[src/rtl/seg7_scan_decoder.sv]
// Loopback decoder for an 8-digit multiplexed active-low 7-segment scan.
// Samples each stable digit, decodes it to hex and reassembles two 16-bit values per frame.
`timescale 1ns/1ps
module seg7_scan_decoder #(
    parameter int STABLE_CYCLES  = 16,
    parameter int TIMEOUT_CYCLES = 2000000
) (
    input  logic        clk_100MHz_i,
    input  logic        rst_i,
    input  logic [7:0]  an_i,
    input  logic [6:0]  seg_i,
    output logic [15:0] val_1_o,
    output logic [15:0] val_2_o,
    output logic        frame_valid_o,
    output logic        seg_err_o,
    output logic [7:0]  err_cnt_o,
    output logic        stale_o
);

    localparam int              TO_W       = $clog2(TIMEOUT_CYCLES + 1);
    localparam logic [7:0]      STABLE_MAX = 8'(STABLE_CYCLES);
    localparam logic [TO_W-1:0] TO_MAX     = TO_W'(TIMEOUT_CYCLES);

    // Returns {ok, nibble}; ok=0 for any pattern outside the hex glyph set.
    function automatic logic [4:0] decode_seg(input logic [6:0] s);
        case (s)
            7'b1000000: return {1'b1, 4'h0};
            7'b1111001: return {1'b1, 4'h1};
            7'b0100100: return {1'b1, 4'h2};
            7'b0110000: return {1'b1, 4'h3};
            7'b0011001: return {1'b1, 4'h4};
            7'b0010010: return {1'b1, 4'h5};
            7'b0000010: return {1'b1, 4'h6};
            7'b1111000: return {1'b1, 4'h7};
            7'b0000000: return {1'b1, 4'h8};
            7'b0010000: return {1'b1, 4'h9};
            7'b0001000: return {1'b1, 4'hA};
            7'b0000011: return {1'b1, 4'hB};
            7'b1000110: return {1'b1, 4'hC};
            7'b0100001: return {1'b1, 4'hD};
            7'b0000110: return {1'b1, 4'hE};
            7'b0001110: return {1'b1, 4'hF};
            default:    return 5'b0_0000;
        endcase
    endfunction

    function automatic logic [7:0] sat_inc8(input logic [7:0] v);
        return (v == 8'hFF) ? v : v + 8'd1;
    endfunction

    logic [7:0]      an_p0, an_p1;
    logic [6:0]      seg_p0, seg_p1;
    logic [7:0]      stab_cnt;
    logic [TO_W-1:0] to_cnt;
    logic [7:0]      mask;
    logic [31:0]     shadow;

    logic            pair_same;
    logic [7:0]      stab_next;
    logic            smp_vld_p1;
    logic [7:0]      an_sel;
    logic            blank;
    logic            one_hot;
    logic [2:0]      sel_idx;
    logic [7:0]      sel_bit;
    logic [4:0]      dec;
    logic            good_smp;
    logic            bad_smp;
    logic            frame_done;
    logic [31:0]     shadow_next;
    logic [TO_W-1:0] to_next;
    logic            to_hit;

    // Stage p1: stability tracking on the registered scan lines
    always_comb begin
        pair_same  = ({an_p0, seg_p0} == {an_p1, seg_p1});
        stab_next  = 8'd0;
        if (pair_same)
            stab_next = (stab_cnt == STABLE_MAX) ? stab_cnt : stab_cnt + 8'd1;
        // Fires only on the transition into saturation, so once per stable window.
        smp_vld_p1 = pair_same && (stab_cnt == STABLE_MAX - 8'd1);
    end

    always_comb begin
        an_sel  = ~an_p0;
        blank   = (an_sel == 8'd0);
        one_hot = !blank && ((an_sel & (an_sel - 8'd1)) == 8'd0);
        sel_idx = 3'd0;
        for (int k = 0; k < 8; k++) begin
            if (an_sel[k])
                sel_idx = 3'(k);
        end
        sel_bit = 8'd1 << sel_idx;
        dec     = decode_seg(seg_p0);
    end

    always_comb begin
        good_smp    = smp_vld_p1 && one_hot && dec[4];
        bad_smp     = smp_vld_p1 && !blank && !(one_hot && dec[4]);
        frame_done  = good_smp && ((mask | sel_bit) == 8'hFF);
        shadow_next = shadow;
        if (good_smp)
            shadow_next[{sel_idx, 2'b00} +: 4] = dec[3:0];
        to_next = TO_W'(0);
        if (!good_smp)
            to_next = (to_cnt == TO_MAX) ? to_cnt : to_cnt + TO_W'(1);
        to_hit = !good_smp && (to_cnt == TO_MAX - TO_W'(1));
    end

    // Stage p0: input capture and previous-value history
    always_ff @(posedge clk_100MHz_i) begin
        if (rst_i) begin
            an_p0  <= 8'hFF;
            seg_p0 <= 7'h7F;
            an_p1  <= 8'hFF;
            seg_p1 <= 7'h7F;
        end else begin
            an_p0  <= an_i;
            seg_p0 <= seg_i;
            an_p1  <= an_p0;
            seg_p1 <= seg_p0;
        end
    end

    // Partial-frame contents need no reset: a frame is only released once all 8 bits of mask are rewritten.
    always_ff @(posedge clk_100MHz_i) begin
        if (good_smp)
            shadow <= shadow_next;
    end

    // Stage p2: frame assembly, error accounting and timeout
    always_ff @(posedge clk_100MHz_i) begin
        if (rst_i) begin
            stab_cnt      <= 8'd0;
            to_cnt        <= TO_W'(0);
            mask          <= 8'd0;
            val_1_o       <= 16'd0;
            val_2_o       <= 16'd0;
            frame_valid_o <= 1'b0;
            seg_err_o     <= 1'b0;
            err_cnt_o     <= 8'd0;
            stale_o       <= 1'b0;
        end else begin
            stab_cnt      <= stab_next;
            to_cnt        <= to_next;
            frame_valid_o <= frame_done;
            seg_err_o     <= bad_smp;
            if (bad_smp)
                err_cnt_o <= sat_inc8(err_cnt_o);
            if (frame_done || bad_smp || to_hit)
                mask <= 8'd0;
            else if (good_smp)
                mask <= mask | sel_bit;
            if (frame_done) begin
                val_1_o <= shadow_next[31:16];
                val_2_o <= shadow_next[15:0];
                stale_o <= 1'b0;
            end else if (to_hit) begin
                stale_o <= 1'b1;
            end
        end
    end

endmodule

[config.mk]
export PLATFORM = sky130hd
export DESIGN_NAME = seg7_scan_decoder
export DESIGN_NICKNAME = d
export VERILOG_FILES = /design/src/rtl/seg7_scan_decoder.sv
export SDC_FILE = /design/constraint.sdc
export NUM_CORES = 1
export LEC_CHECK = 0
export ABC_AREA = 1
export BUFFER_PORTS_ARGS = -buffer_cell sky130_fd_sc_hd__buf_2
export CAP_MARGIN = 25
export CORE_UTILIZATION = 50
export DETAILED_ROUTE_END_ITERATION = 7
export PLACE_DENSITY = 0.76
export SLEW_MARGIN = 5
export SYNTH_ARGS = -nofsm -noshare
export SYNTH_HDL_FRONTEND = slang
export SYNTH_SLANG_ARGS = --single-unit
[constraint.sdc]
create_clock -name clk_100MHz_i -period 6.05 [get_ports clk_100MHz_i]
set_input_delay 0.9075 -clock clk_100MHz_i [delete_from_list [all_inputs] [get_ports clk_100MHz_i]]
set_output_delay 0.9075 -clock clk_100MHz_i [all_outputs]
set_load 0.03 [all_outputs]
**Word-level counts from Yosys, hierarchy flattened**

Index checks and enable logic that the tools add are counted.

- Register bits after elaboration: 142
- Bits of input ports: 17
- Output and inout port bits: 43
- Logic and storage cells: 81

- Add/sub/neg operators: 5
- Eq/ne operators: 22
- Shifts and indexed selects: 3
- Muxes and demuxes: 10
- Bitwise operators: 5
- Reductions and logical operators: 22

Operators with widths:

| cell | count |
|---|---|
| $pmux W5 S16 | 1 |
| $eq A21 B21 Y1 const B | 2 |
| $bwmux W32 | 1 |
| $mux W32 | 1 |
| $shift A4 B7 Y32 const A | 1 |
| $shiftx A4 B7 Y32 | 1 |
| $eq A7 B7 Y1 const B | 4 |
| $add A21 B1 Y21 const B | 1 |
| $eq A7 B5 Y1 const B | 3 |
| $eq A7 B6 Y1 const B | 3 |
| $mux W3 | 6 |
| $add A8 B1 Y8 const B | 2 |
| $eq A8 B8 Y1 const B | 2 |
| $logic_not A8 Y1 | 2 |
| $eq A15 B15 Y1 | 1 |
| $eq A7 B2 Y1 const B | 2 |
| $eq A7 B4 Y1 const B | 2 |
| $logic_and A1 B1 Y1 | 9 |
| $and A8 B8 Y8 | 1 |
| $eq A8 B4 Y1 const B | 1 |
| $eq A8 B5 Y1 const B | 1 |
| $not A8 Y8 | 1 |
| $or A8 B8 Y8 | 1 |
| $reduce_or A2 Y1 | 4 |
| other kinds (10) | 14 |

**Depth between registers and ports, before layout**

Gate-level depths: netlist of the first run.

- Depth after elaboration: 15
- Depth in mapped cells: 18
- Mapped depth without buffers: 17

**Least setup slack after synthesis of the first run**

Ideal clock, no wire load.

- Path type: reg2reg
- Start: reg an_p0[2]
- End: reg shadow[2], data pin
- Library setup time: 0.258 ns
- Data arrival time: 2.172 ns
- Data required time: 5.792 ns
- Setup slack: 3.620 ns
- Stages on the path, launching flop included: 15
- Path buffers: 1
- Period minus slack after synthesis: 2.430 ns
- Cells stage by stage: dfxtp_1 inv_1 o21ai_1 nand2_1 nand2_1 nand2_1 ha_1 ha_1 clkbuf_1 inv_1 nand3_1 nor2_1 nand3_1 nand2_1 nand2_1

- Word-level cells in the longest chain between the ends: 11
- Elaborated cells between the ends (all ways): 22
- Classes of those cells: 2 x add/sub; 1 x eq/ne; 2 x shift; 8 x mux; 2 x bitwise; 7 x reduce/logical

RTL lines:

| item | line | RTL |
|---|---|---|
| start, declared | 51 | `logic [7:0] an_p0, an_p1;` |
| start signal, assigned | 118 | `an_p0 <= an_i;` |
| $not A8 Y8 | 85 | `an_sel = ~an_p0;` |
| $mux W3 (6 in a row) | 90 | `if (an_sel[k])` |
| $neg A5 Y7 | 103 | `shadow_next[{sel_idx, 2'b00} +: 4] = dec[3:0];` |
| $shiftx A4 B7 Y32 or $shift A4 B7 Y32 (tied branches) | 103 |  |
| $bwmux W32 | 103 |  |
| $mux W32 (*) | 102 | `if (good_smp)` |
| via shadow_next[2] | 70 | `logic [31:0] shadow_next;` |
| end signal, assigned | 128 | `shadow <= shadow_next;` |
| end, declared | 56 | `logic [31:0] shadow;` |

Mark *: on every way through the listed nets, which the timed path passes. The rest lies on a longest branch.
A chain may end at the register's enable or synchronous reset.

**Worst setup path after layout of the first run**

- Start: reg an_p0[2]
- End: reg val_1_o[1]

- Word-level cells in the longest chain between the ends: 11
- Elaborated cells between the ends (all ways): 26
- Classes of those cells: 2 x add/sub; 2 x eq/ne; 3 x shift; 8 x mux; 3 x bitwise; 8 x reduce/logical

RTL lines:

| item | line | RTL |
|---|---|---|
| $not A8 Y8 | 85 |  |
| $mux W3 (6 in a row) | 90 |  |
| $neg A5 Y7 or $shl A1 B3 Y8 (tied branches) | 103, 93 |  |
| $shiftx A4 B7 Y32, or another cell as far along | 103 |  |
| $bwmux W32 or $eq A8 B8 Y1 (tied branches) | 103, 100 |  |
| $mux W32 or $logic_and A1 B1 Y1 (tied branches) | 102, 100 |  |
| end signal, assigned | 155 | `val_1_o <= shadow_next[31:16];` |
| end, declared | 12 | `output logic [15:0] val_1_o,` |

Parallel ways exist; a longest one is shown, timed or not.

==> impl_metrics.ini, run 1 <==
[sta]
finalHoldViolCount = 0
rsz0062_at_grt = no
worst_pin_slew_ns = 0.781
fmax_ghz = 0.324
setup-tns-final_ns = 0
period_minus_slack_ns = 3.08
fin_skew_ns = 0.00988
min_period_over_period_pct = 51.0
slew_violations = 0
finalSetupViolCount = 0
maxSlewHeadroom_pct = 47.8

[synth]
synth_top_area_share_pct = 31.6
synthTopCellsByArea = dfxtp_1 32%, nand2_1 18%, edfxtp_1 14%, inv_1 6.5%, nand3_1 5.3%
synthDominantAreaCellType = dfxtp_1
yosysWarnings = 0
avgSynthCellArea_um2 = 7.19
syn_area_um2 = 6970
synth_cells = 970
synth_cell_types = 35
synth_fp_nets = 998
seq_area_frac_synth_pct = 45.4
ys_ff_latch = 142

[setup_path]
cpMostUsedCell = nand2_1
critical_path.slowest_cell = nor2_4
critPathMaxStageDelay_ns = 0.64
r2r_setup_slack_ns = 2.97
reg2reg_from = an_p0[2]
worstSetupStartpointType = flip-flop
path_class = flip-flop to flip-flop
required_ns = 6.41
reg2reg_to = val_1_o[1]
worst_ep_arrival_time_ns = 3.45
critPathTopFamily = simple AND/OR/NAND/NOR gates
crit_fanout = 33
r2r_cells = 15
worstPathBufferInverterCount = 1
crit_chain = inv_1 -> o21ai_1 -> nand2_1 -> nand2_1 -> nand2_1 -> ha_1 -> ha_1 -> o22ai_1 -> a21oi_1 -> nand3_1 -> nor2_1 -> nand3_2 -> nor2_4 -> nand3_1 -> nand2_1
cp-end-kind = flip-flop

[clock_tree]
cts_resized = 0
cts.path.max_buffers = 2
cts-root-buf = clkbuf_16
cts_inserted_buffers = 17
post-cts-setup-buffers = 0
cts_hold_buf = 0
tritoncts = yes
clkSlewWorstSetupHoldPaths_ns = 0.06
cts_num_sinks = 142
htree_levels = 4
insertion_delay_ns = 0.42

[job]
maxCapViolCount = 0

[die]
core-area_um2 = 13400
dieArea_um2 = 14400
start_util_pct = 52.0
fp.dieW_um = 120
io-pin-count = 60
die_y_um = 120
core.rowCount = 42

[route]
routedWlPerCell_um = 11.9
route.vias.total = 6060
drt_iter0_drc = 418
dr_wl_met2_um = 6530
firstDrtPassIters = 5
route.met3.wl_um = 741
via_per_inst = 4.99
routed_wl_um = 14500
route.top_layer_used = met4
final_antenna_net_count = 0
wl_met1_um = 6980
drc = 0

[power]
powerDensity_nw_per_um2 = 263
leakage_nw = 3.70
ir_drop_mv = 0.214

[placed_design]
dp.cells = 1183
port_buffers = 59
place_congestion = 0.874
hpwl_um = 9990

[grt]
grt_antenna_before_repair = 0
grt_use_total_pct = 21.5
grt_max_degree = 36
grt_pass1_vias = 5476
grt_overflow = 0
grt_pass1_wl_um = 24600

[cells_and_area]
fillCellCount = 1245
final_cells = 1214
nNetsFinal = 1054
area_growth_syn_to_layout_pct = 13.4
drive_above_1_share_pct = 12.6
diodes = 0

[hold_path]
hp-start = val_2_o[10]
whs_endpoint = val_2_o[10]
hold_depth = 2
hold_path.class = flip-flop to flip-flop

[run_status]
outcome = finished, final reports clean
sequential cells by signal (all words and copies together) (netlist names):
register and flops:
seg_err_o 1, err_cnt_o 8, seg_p1 7, an_p0 8, seg_p0 7, to_cnt 21
an_p1 8, stab_cnt 8, mask 8, val_2_o 16, frame_valid_o 1, val_1_o 16
stale_o 1, shadow 32
how the worst max path moves through the flow:
stage / depth (start not counted) / startpoint / endpoint
floorplan: 14 / an_p0[2] / shadow[2]
global placement: 15 / an_p0[2] / val_2_o[1]
detailed placement: 15 / an_p0[2] / val_1_o[1]
CTS: 15 / an_p0[2] / val_1_o[1]
global route: 15 / an_p0[2] / val_1_o[1]
finish: 15 / an_p0[2] / val_1_o[1]
cells in the mapped netlist (all sizes together):
cell / count
a31oi: 1
edfxtp: 32
nor3b: 1
o211ai: 1
o22ai: 1
nand2: 328
and2: 11
nand4: 44
or2: 21
clkbuf: 7
xor2: 11
dfxtp: 110
inv: 128
o21bai: 1
clkinv: 1
nor4: 3
a21oi: 29
buf: 16
xnor2: 9
nand3: 77
o21ai: 12
nor2: 104
nor3: 11
ha: 11
logic make-up after synthesis:
group	synth area share, %
simple gates	37.9
buf+inv	8.94
fa+ha+maj	1.97
flops	45.4
compound gates	3.34
xor+xnor	2.51
report_power, final:
part | total, mW | switching, mW | internal (mW)
clock network | 0.972 | 0.379 | 0.593
registers | 0.986 | 0.0104 | 0.976
logic | 0.120 | 0.0836 | 0.0360
cell type report:
type,count,area [um2],share of cell area [%]
Sequential cell,142,3160,40.0
Clock inverter,7,66.3,0.839
Tap cell,176,220,2.79
Clock buffer,24,482,6.09
Inverter,129,484,6.13
Timing Repair Buffer,60,303,3.83
Multi-Input combinational cell,676,3190,40.3
routing by layer:
metal  global-route usage, %  up-vias
li1                        -     3183
met1                    28.2     2726
met2                    33.7      136
met3                    4.56       15
met4                    9.77        0
met5                       0        -
worst register-to-register path: cells and delay by family (launching register included):
family | cells | cell delay [ns]
flops | 1 | 0.33
simple gates | 9 | 1.72
fa+ha+maj | 2 | 0.53
buf+inv | 1 | 0.13
compound gates | 3 | 0.33
layout by cell type, fill, tap and decap left out, types with 4 or more instances in the layout:
cell type and count:
nand2_1 326, inv_1 121, dfxtp_1 110, nor2_1 94, nand3_1 74, buf_2 59
nand4_1 43, edfxtp_1 32, a21oi_1 29, or2_2 20, clkbuf_16 17, o21ai_0 11
xor2_1 11, and2_1 11, ha_1 11, nor3_1 10, xnor2_1 9, inv_2 7
nor2_2 6, nor2_4 4, clkinv_2 4, clkbuf_1 4
through the flow:
stage	power (mW)	setup WS, ns	hold slack, ns	util [%]	cell area [um2]
3_5_place_dp	1.12	3.06	0.435	54.9	7360
6_report	2.08	2.97	0.445	59.0	7900
5_1_grt	2.16	2.64	0.468	59.0	7900
3_3_place_gp	1.12	3.13	0.434	54.9	7360
4_1_cts	2.09	3.02	0.451	59.0	7900
2_1_floorplan	1.10	3.62	0.444	-	6970
Power figures use the tool's default switching activity.
==> run 2, diff against run 1 <==
Settings changed: ABC_AREA 1 to 0, PLACE_DENSITY 0.76 to 0.78.
Clock period 6.05 ns to 2.8 ns, I/O delays scaled along.
==> impl_metrics.ini, run 2 <==
[run_status]
outcome = complete, but fails checks
violations = setup timing

[cells_and_area]
diodes = 0
area_growth_syn_to_layout_pct = 25.7
regArea_um2 = 3170
nNetsFinal = 858
final_common_cell = dfxtp_1
final_cell_mix = 103 x dfxtp_1, 68 x buf_4, 61 x nor2_1, 59 x buf_2, 37 x or2_2
top_regs = shadow x32, to_cnt x21
drive_above_1_share_pct = 33.3
fillCellCount = 1036
multi_input_area_um2 = 3720
largest_register_ffs = 32
fin_area_um2 = 8750
final_cells = 1019
regMostFlops = shadow
postLayoutCoreUtil_pct = 65.3

[synth]
yosysWarnings = 0
avgSynthCellArea_um2 = 9.68
yosysMostFrequentCell = dfxtp_1
synth_cells = 719
synth_flop_cell = dfxtp_1
synthDominantAreaCellType = dfxtp_1
seq_area_frac_synth_pct = 45.4
ys_ff_latch = 142
syn_area_um2 = 6960
synth_cell_types = 81
synth_fp_nets = 747
synth_edf_count = 32
synthArstFlopShare_pct = 0
synth_top_area_share_pct = 31.6
synthTopCellsByArea = dfxtp_1 32%, edfxtp_1 14%, xor2_1 3.8%, or2_2 3.4%, nor2_1 3.4%
synthTopCellsByCount = 110 x dfxtp_1, 63 x nor2_1, 38 x or2_2

[setup_path]
critPathTopFamily = simple AND/OR/NAND/NOR gates
required_ns = 3.16
crit_fanout = 6
worstSetupStartpointType = flip-flop
cp-end-kind = flip-flop
path_class = flip-flop to flip-flop
crit_chain = nor2b_4 -> o221ai_4 -> and2_4 -> buf_6 -> inv_6 -> ha_4 -> o2111a_1 -> a211oi_1 -> or4b_4 -> or4b_4 -> buf_4 -> o2bb2ai_1
worstPathBufferInverterCount = 3
critical_path.slowest_cell = or4b_4
worst_ep_arrival_time_ns = 3.24
critPathMaxStageDelay_ns = 0.60
cpMostUsedCell = or4b_4

[clock_tree]
tritoncts = yes
cts_hold_buf = 0
cts_inserted_buffers = 17
cts_num_sinks = 142
cts-root-buf = clkbuf_16
clkSlewWorstSetupHoldPaths_ns = 0.07
htree_levels = 4
cts.path.max_buffers = 2
insertion_delay_ns = 0.43

[route]
route.vias.total = 6029
drc = 0
drt_iter0_drc = 557
final_antenna_net_count = 0
routed_wl_um = 18100
firstDrtPassIters = 5
routedWlPerCell_um = 17.7
via_per_inst = 5.92

[job]
maxCapViolCount = 0

[power]
p_comb_share_pct = 10.2
p_switching_mw = 1.28
leakage_nw = 3.26
powerDensity_nw_per_um2 = 544
p_int_mw = 3.48
seqPwrFrac_pct = 44.8
ir_drop_mv = 0.424
swShare_pct = 26.9
clkPwrFrac_pct = 44.9
power.total_mw = 4.76

[die]
start_util_pct = 52.0
core.rowCount = 42
die_y_um = 120
dieArea_um2 = 14400
io-pin-count = 60
fp.dieW_um = 120
core-area_um2 = 13400

[placed_design]
dp.cells = 978
place_area_um2 = 7920
hpwl_um = 12200
port_buffers = 59
place_congestion = 0.905
pre_cts_ws_ns = -0.268

[sta]
setup-tns-final_ns = -0.961
maxSlewHeadroom_pct = 56.4
worst_slack_ns = -0.0835
finalSetupViolCount = 28
finalHoldViolCount = 0
fin_skew_ns = 0.00866
fmax_ghz = 0.347
min_period_over_period_pct = 103
worst_pin_slew_ns = 0.652
slew_violations = 0
rsz0062_at_grt = yes
hold_slack_ns = 0.172
period_minus_slack_ns = 2.88

[grt]
grt_antenna_before_repair = 0
grt_use_total_pct = 25.8
grt_pass1_wl_um = 29300
grt_max_degree = 38
grt_overflow = 0
grt_pass1_vias = 5917

[hold_path]
hold_path.class = primary input to flip-flop
==> run 2: cell type report <==
cell class | instances | share of cell area, %
Inverter | 33 | 1.62
Clock buffer | 17 | 4.86
Clock inverter | 15 | 1.50
Timing Repair Buffer | 136 | 10.7
Tap cell | 176 | 2.52
Sequential cell | 142 | 36.2
Multi-Input combinational cell | 500 | 42.6
==> run 2: power groups by stage <==
| stage | sequential [mW] | combinational [mW] | clock, mW |
|---|---|---|---|
| after detailed placement | 2.18 | 0.430 | 0 |
| after global routing | 2.14 | 0.521 | 2.26 |
| after CTS | 2.13 | 0.447 | 2.17 |
| after global placement | 2.18 | 0.414 | 0 |
| final | 2.14 | 0.487 | 2.14 |
| after floorplan | 2.16 | 0.284 | 0 |
==> run 2: worst paths after layout <==
kind | from | endpoint | slack (ns) | depth (start not counted)
max | an_p0[2] | val_1_o[2] | -0.08 | 12
min | an_i[5] | an_p0[5] | 0.17 | 2
max reg2reg | an_p0[2] | val_1_o[2] | -0.08 | 12
min reg2reg | val_2_o[6] | val_2_o[6] | 0.46 | 1
==> run 2: logic make-up after synthesis <==
kind of cell	share of synthesized area [%]
compound gates	16.4
buf+inv	5.07
simple gates	22.3
fa+ha+maj	1.98
mux	3.14
flops	45.4
xor+xnor	5.64
==> run 2: worst register-to-register path, cell delays in order (launching register included) <==
cell and delay (ns):
dfxtp_2 0.34, nor2b_4 0.16, o221ai_4 0.12, and2_4 0.20, buf_6 0.13, inv_6 0.06
ha_4 0.14, o2111a_1 0.17, a211oi_1 0.06, or4b_4 0.50, or4b_4 0.60, buf_4 0.20
o2bb2ai_1 0.14
==> run 2: repair_timing <==
action,in CTS,in global routing
buffers inserted,5,3
gates cloned,1,0
gates resized for setup,18,30
pin swaps,9,6
setup endpoints to repair,51,110
hold endpoints to repair,0,0
==> run 2: per-layer routing <==
metal / GRT usage (%) / share of wire [%] / vias to the layer above / wire (um)
li1: - / - / 2853 / -
met1: 31.4 / 42 / 2913 / 7510
met2: 43.9 / 50 / 222 / 9020
met3: 6.80 / 6.4 / 41 / 1160
met4: 8.91 / 2.1 / 0 / 372
met5: 0 / 0 / - / 0
